===== config.mk =====
export PLATFORM = sky130hd
export DESIGN_NAME = ysyx_23060184_wbq
export DESIGN_NICKNAME = d
export VERILOG_FILES = /design/src/rtl/ysyx_23060184_wbq.sv
export SDC_FILE = /design/constraint.sdc
export NUM_CORES = 1
export LEC_CHECK = 0
export CORE_ASPECT_RATIO = 0.7
export CORE_UTILIZATION = 41
export CTS_CLUSTER_DIAMETER = 40
export DETAILED_ROUTE_END_ITERATION = 8
export PLACE_DENSITY = 0.81
export SYNTH_ARGS = -nofsm -noshare
export SYNTH_HDL_FRONTEND = slang
export SYNTH_SLANG_ARGS = --single-unit
export TNS_END_PERCENT = 1

===== constraint.sdc =====
create_clock -name clk -period 4.5 [get_ports clk]
set_clock_uncertainty 0.1 [all_clocks]
set_input_delay 0.9 -clock clk [delete_from_list [all_inputs] [get_ports clk]]
set_output_delay 0.9 -clock clk [all_outputs]
set_load 0.02 [all_outputs]

===== src/rtl/ysyx_23060184_wbq.sv =====
// Write-back queue: selects a result source at enqueue and buffers {result, rd, we}
// entries in FIFO order, then presents the head entry to the register-file write port.
module ysyx_23060184_wbq #(
    parameter int unsigned DATA_WIDTH  = 32,
    parameter int unsigned NSRC        = 4,
    parameter int unsigned SEL_WIDTH   = 2,
    parameter int unsigned DEPTH       = 2,
    parameter int unsigned RADDR_WIDTH = 5
) (
    input  logic                            clk,
    input  logic                            rst,
    input  logic                            flush,
    input  logic                            in_valid,
    output logic                            in_ready,
    input  logic [SEL_WIDTH-1:0]            in_sel,
    input  logic [NSRC*DATA_WIDTH-1:0]      in_src,
    input  logic [RADDR_WIDTH-1:0]          in_rd,
    input  logic                            in_we,
    output logic                            out_valid,
    input  logic                            out_ready,
    output logic                            rf_we,
    output logic [RADDR_WIDTH-1:0]          rf_waddr,
    output logic [DATA_WIDTH-1:0]           rf_wdata,
    output logic [$clog2(DEPTH):0]          count,
    output logic                            sel_err
);

    localparam int unsigned PTR_W = $clog2(DEPTH);
    localparam int unsigned CNT_W = PTR_W + 1;

    typedef struct packed {
        logic [DATA_WIDTH-1:0]  data;
        logic [RADDR_WIDTH-1:0] rd;
        logic                   we;
    } entry_t;

    entry_t             mem_q [DEPTH];
    logic [PTR_W-1:0]   wptr_q, wptr_d;
    logic [PTR_W-1:0]   rptr_q, rptr_d;
    logic [CNT_W-1:0]   count_q, count_d;
    logic               sel_err_q, sel_err_d;

    logic               enq;
    logic               deq;
    logic               sel_illegal;
    logic [DATA_WIDTH-1:0] result;
    entry_t             head;

    // Result source mux; out-of-range selects yield zero data.
    always_comb begin
        result = '0;
        for (int k = 0; k < int'(NSRC); k++) begin
            if (in_sel == SEL_WIDTH'(k)) begin
                result = in_src[k*DATA_WIDTH +: DATA_WIDTH];
            end
        end
    end

    assign sel_illegal = (32'(in_sel) >= NSRC);

    assign in_ready  = (count_q != CNT_W'(DEPTH));
    assign out_valid = (count_q != '0);
    assign enq       = in_valid && in_ready && !flush;
    assign deq       = out_valid && out_ready && !flush;

    assign head      = mem_q[rptr_q];
    assign rf_waddr  = head.rd;
    assign rf_wdata  = head.data;
    assign rf_we     = deq && head.we && (head.rd != '0);
    assign count     = count_q;
    assign sel_err   = sel_err_q;

    // Next-state for pointers, occupancy and the illegal-select pulse.
    always_comb begin
        wptr_d    = wptr_q;
        rptr_d    = rptr_q;
        count_d   = count_q;
        sel_err_d = enq && sel_illegal;
        if (flush) begin
            wptr_d  = '0;
            rptr_d  = '0;
            count_d = '0;
        end else begin
            if (enq) begin
                wptr_d = wptr_q + PTR_W'(1);
            end
            if (deq) begin
                rptr_d = rptr_q + PTR_W'(1);
            end
            case ({enq, deq})
                2'b10:   count_d = count_q + CNT_W'(1);
                2'b01:   count_d = count_q - CNT_W'(1);
                default: count_d = count_q;
            endcase
        end
    end

    always_ff @(posedge clk or posedge rst) begin
        if (rst) begin
            wptr_q    <= '0;
            rptr_q    <= '0;
            count_q   <= '0;
            sel_err_q <= 1'b0;
        end else begin
            wptr_q    <= wptr_d;
            rptr_q    <= rptr_d;
            count_q   <= count_d;
            sel_err_q <= sel_err_d;
        end
    end

    // Payload storage carries no reset; validity is tracked by count_q alone.
    always_ff @(posedge clk) begin
        if (enq) begin
            mem_q[wptr_q] <= '{data: result, rd: in_rd, we: in_we};
        end
    end

endmodule

**After elaboration in Yosys (flattened, before gate mapping)**

Memories as Yosys holds them, arrays and structs flattened.
Cells that the tools add are included.

- Bits in registers: 4
- Memories kept: 1
- Logic and storage cells: 39
- Output and inout port bits: 43
- Bits in writable memories: 76
- Input bits: 141

- Muxes and demuxes: 12
- Eq/ne operators: 6
- Reductions and logical operators: 13
- Add/subtract/negate cells: 4

Memory list:

| memory | words | bits a word | read ports | clocked after Yosys merged registers in | wr ports | line | source |
|---|---|---|---|---|---|---|---|
| mem_q | 2 | 38 | 1 | 0 | 1 | 37 | `entry_t mem_q [DEPTH];` |

Operators by type and width:

| cell | number |
|---|---|
| $mux 32 | 4 |
| $eq 2x2->1 const B | 3 |
| $logic_and 1x1->1 | 6 |
| $mux 1 | 6 |
| $reduce_bool 2->1 | 3 |
| $reduce_bool 5->1 | 1 |
| $eq 2x1->1 const B | 2 |
| $pmux 2 s2 | 1 |
| $reduce_bool 3->1 | 1 |
| $add 1x1->1 const B | 2 |
| $add 2x1->2 const B | 1 |
| $logic_not 2->1 | 1 |
| $mux 2 | 1 |
| $ne 2x2->1 const B | 1 |
| $sub 2x1->2 const B | 1 |
| $logic_not 1->1 | 1 |

**Logic depth before layout (Yosys ltp)**

- Depth after elaboration: 6
- Gate-level depth with buffers: 4

**Worst setup path before layout**

OpenSTA, ideal clock, no wires.

- Kind: in2reg
- Start: input in_valid
- End: memory mem_q[1][0] (netlist name) (enable)
- Cell stages on the path: 2
- Path slack: 0.134 ns
- Library setup time: 0.489 ns
- Arrival: 3.777 ns
- Cell sequence: nand2_1 > nor3b_1

- Longest elaborated chain between the ends: 4

Ends and longest elaborated chain:

| item | line | source |
|---|---|---|
| start, declared | 13 | `input logic in_valid,` |
| $logic_and 1x1->1 (2 in series) | 63 | `assign enq = in_valid && in_ready && !flush;` |
| $mux 1 | 114 | `if (enq) begin` |
| $mux 1 (implied by the code) | 115 | `mem_q[wptr_q] <= '{data: result, rd: in_rd, we: in_we};` |
| end, declared | 37 |  |

No other way between the ends.

**Worst setup path in the final report**

- Start: input out_ready
- End: output rf_we

- Longest elaborated chain between the ends: 4

Ends and longest elaborated chain:

| item | line | source |
|---|---|---|
| start, declared | 20 | `input logic out_ready,` |
| $logic_and 1x1->1 (2 in series) | 64 | `assign deq = out_valid && out_ready && !flush;` |
| $logic_and 1x1->1 (2 in series) | 69 | `assign rf_we = deq && head.we && (head.rd != '0);` |
| end, declared | 21 | `output logic rf_we,` |

No other way between the ends.

==> impl_results.md <==
- Synthesis-stage register bit count: 80
- FMAX: 0.269 GHz
- Reported max-cap violation count: 0
- Type of the tightest min-delay check: flip-flop to flip-flop
- RSZ-0062 raised after global routing: false
- Initial detailed-routing violation count: between 90 and 100
- Syn Area/Cell: around 20 um^2
- Drt via density: between 5 and 6
- Ys Warns: 0
- Crit end category: primary output
- Portion of total power attributed to sequential cells: 0.430
- Number of gates given a new drive strength after cts: 0
- GRT Util Overall: 0.181
- Footprint of the multi-input gates: between 1000 and 1500 um^2
- Combined area of all synthesized cells: between 3000 and 4000 um^2
- Diode count: 0
- Half-perimeter wire length after placement: between 6000 and 7000 um
- Port buffer count: 182
- Post-synthesis sequential area ratio: 0.621
- Fraction of layout cells with a size suffix above 1: 0.245
- Clock network latency to the later pin of the worst-skew pair: between 0.3 and 0.4 ns
- Critical path required time: between 3 and 4 ns
- Layout filler cell count: ~660
- Shortest period the worst path allows: between 3 and 4 ns
- Count of pins on the block boundary: 184
- Cts bufs inserted: 9
- Standby leakage power: 2.06 nW
- Net Sw Power: approximately 0.43 mW
- Max-slew violations: 0
- Setup tns final: 0 ns
- Worst Path Max Fanout: 6
- Total nets after synthesis: around 330
- Worst-Margin Slew: about 1.0 ns
- Number of post-CTS setup repair buffers: 0
- Power per cell area: 340 nW/um^2
- Global-route wire length before repair: between 10000 and 15000 um
- Final Cycle Share: 0.826
- TritonCTS clock tree: done
- Antenna violations before repair: 0
- First-pass iteration count of the detailed router: 4
- Pin count of the biggest net entering global routing: 42
- Proportion of power drawn by combinational gates: 0.183
- Post-layout nets: a little over 500
- Utilization after layout: 0.666
- Crit path arrival time: 2.72 ns
- Number of antenna-violating nets in the routed design: 0
- Total clock sinks: 80
- Routed Wire Length: around 8400 um
- Switch share: 0.209
- Top cells by area, synth: sky130_fd_sc_hd__edfxtp_1, sky130_fd_sc_hd__mux4_2, sky130_fd_sc_hd__mux2_2
- Final hold vios: 0
- Clock tree root buffer cell: sky130_fd_sc_hd__clkbuf_16
- Initial Util: 0.423
- Sequential Area: 2380 um^2
- Via total after detailed routing: roughly 2500
- Average wire per cell in the routed design: around 17 um
- Crit path launch type: primary input
- Chip Height: about 83 um
- Run status: finished clean
- Routed length on met3: about 750 um
- Std-Cell Core Area: slightly above 9000 um^2
- H-tree lvl count: 3
- DR top layer: met4
- Residual DRC count: 0
- Library cell with the largest summed area after synthesis: sky130_fd_sc_hd__edfxtp_1
- IR drop worst, VDD: roughly 0.00021 V
- Hold-fix buffer count after cts: 0
- CTS clock-pin slew for the worst setup and hold paths: approximately 0.06 ns
- Die boundary width: 118 um
- Max_slew headroom: 0.308
- Floorplan row count: 29
- CTS max path bufs: 2
- Gate count of the mapped netlist: a little under 200
- Post-route standard cell area excluding fillers: a little over 6000 um^2
- Part of the total power dissipated in the clock network: 0.387
- Number of global-route vias before repair: 2746
- Final GP Congestion: between 0.7 and 0.8
- Type of the worst setup path: primary input to primary output
- Overall overflow remaining after global route: 0
- Unique cell type count in the Yosys netlist: 29
- Cell internal power dissipation: between 1.5 and 2 mW
- Met1 layer wirelength in the final routing: around 3300 um
- Final Setup Violations: 0
- Area growth, synth to finish: 57.7%
- Area share of the largest cell type after synthesis: 0.595
- Total die area: about 10000 um^2
- Detailed-routed wire length on met2: ~4300 um
- Placement-stage cell area: between 5000 and 6000 um^2
-- power groups by stage --
| stage | Combinational, mW | Clock [mW] | Sequential [mW] |
|---|---|---|---|
| floorplan | 0.188 | 0 | 0.885 |
| global placement | 0.372 | 0 | 0.896 |
| detailed placement | 0.379 | 0 | 0.899 |
| CTS | 0.381 | 0.815 | 0.883 |
| global route | 0.399 | 0.849 | 0.886 |
| finish | 0.376 | 0.795 | 0.882 |
-- kinds of logic (layout without fill, tap and decap cells) --
kind of cell,count (synthesis),after routing,synth area share
other,1,1,0.000978
multiplexers,71,71,0.304
flip-flops,80,80,0.621
XOR/XNOR,1,1,0.00229
buffers and inverters,17,204,0.0352
AO/OA/AOI/OAI,9,9,0.0140
AND/OR/NAND/NOR,14,14,0.0222
-- cells in the final DEF, fill, tap and decap left out, types with 2 or more instances in the layout --
master,n
sky130_fd_sc_hd__o21ai_0,2
sky130_fd_sc_hd__mux4_2,30
sky130_fd_sc_hd__edfxtp_1,76
sky130_fd_sc_hd__buf_2,2
sky130_fd_sc_hd__buf_4,2
sky130_fd_sc_hd__inv_6,2
sky130_fd_sc_hd__nor4_1,2
sky130_fd_sc_hd__inv_1,4
sky130_fd_sc_hd__dfrtp_1,3
sky130_fd_sc_hd__mux2i_1,2
sky130_fd_sc_hd__mux2_2,37
sky130_fd_sc_hd__mux4_1,2
sky130_fd_sc_hd__clkbuf_8,2
sky130_fd_sc_hd__or2_2,2
sky130_fd_sc_hd__a21oi_1,4
sky130_fd_sc_hd__clkbuf_16,9
sky130_fd_sc_hd__clkdlybuf4s50_1,180
sky130_fd_sc_hd__bufinv_16,2
-- metrics by stage --
stage | cells | hold WS, ns | power (mW) | setup slack (ns)
final | 504 | 0.513 | 2.05 | 0.782
after CTS | 504 | 0.516 | 2.08 | 0.847
after floorplan | 193 | 0.430 | 1.07 | 0.134
after global placement | 488 | 0.476 | 1.27 | 0.941
after global routing | 504 | 0.535 | 2.13 | 0.749
after detailed placement | 488 | 0.508 | 1.28 | 0.864
-- cell type report --
cell class | instances | area share
Inverter | 4 | 0.00248
Tap cell | 124 | 0.0257
Clock buffer | 11 | 0.0418
Sequential cell | 80 | 0.394
Clock inverter | 5 | 0.0143
Timing Repair Buffer | 184 | 0.302
Multi-Input combinational cell | 96 | 0.219
-- cells in the mapped netlist (all sizes together) --
master	instances
o211ai	1
edfxtp	76
dfrtp	4
nand3b	1
a31o	1
a21oi	4
conb	1
a21o	1
xor2	1
or4	1
mux4	32
buf	12
nor4	2
inv	4
mux2	37
nor2	1
mux2i	2
o21ai	2
nor3	2
clkbuf	1
nor2b	1
nor3b	2
nand2	1
or2	2
or3	1
-- layer usage --
| metal | up-vias | track usage |
|---|---|---|
| met4 | 0 | 0.0443 |
| met3 | 6 | 0.0652 |
| met5 | - | 0 |
| met2 | 115 | 0.325 |
| li1 | 1170 | - |
| met1 | 1248 | 0.204 |
-- sequential cells by signal, indices dropped and copies added (netlist names) --
register	cells
count	2
mem_q	76
wptr_q	1
rptr_q	1
-- critical path: stages --
cell and delay (ns):
sky130_fd_sc_hd__clkdlybuf4s50_1 0.58, sky130_fd_sc_hd__o21ai_0 0.19, sky130_fd_sc_hd__nor4_1 0.37, sky130_fd_sc_hd__clkdlybuf4s50_1 0.68
-- final timing paths --
kind                            from            to  slack [ns]  cells after the start
setup / recovery           out_ready         rf_we        0.78                      4
hold / removal                wptr_q        wptr_q        0.51                      2
setup reg to reg            count[1]  mem_q[1][28]        2.47                      5
hold reg to reg               wptr_q        wptr_q        0.51                      2
max in group asynchronous        rst        rptr_q        3.47                      2
min in group asynchronous        rst        wptr_q        0.66                      2
No activity file was read; power rests on OpenSTA's default activity.
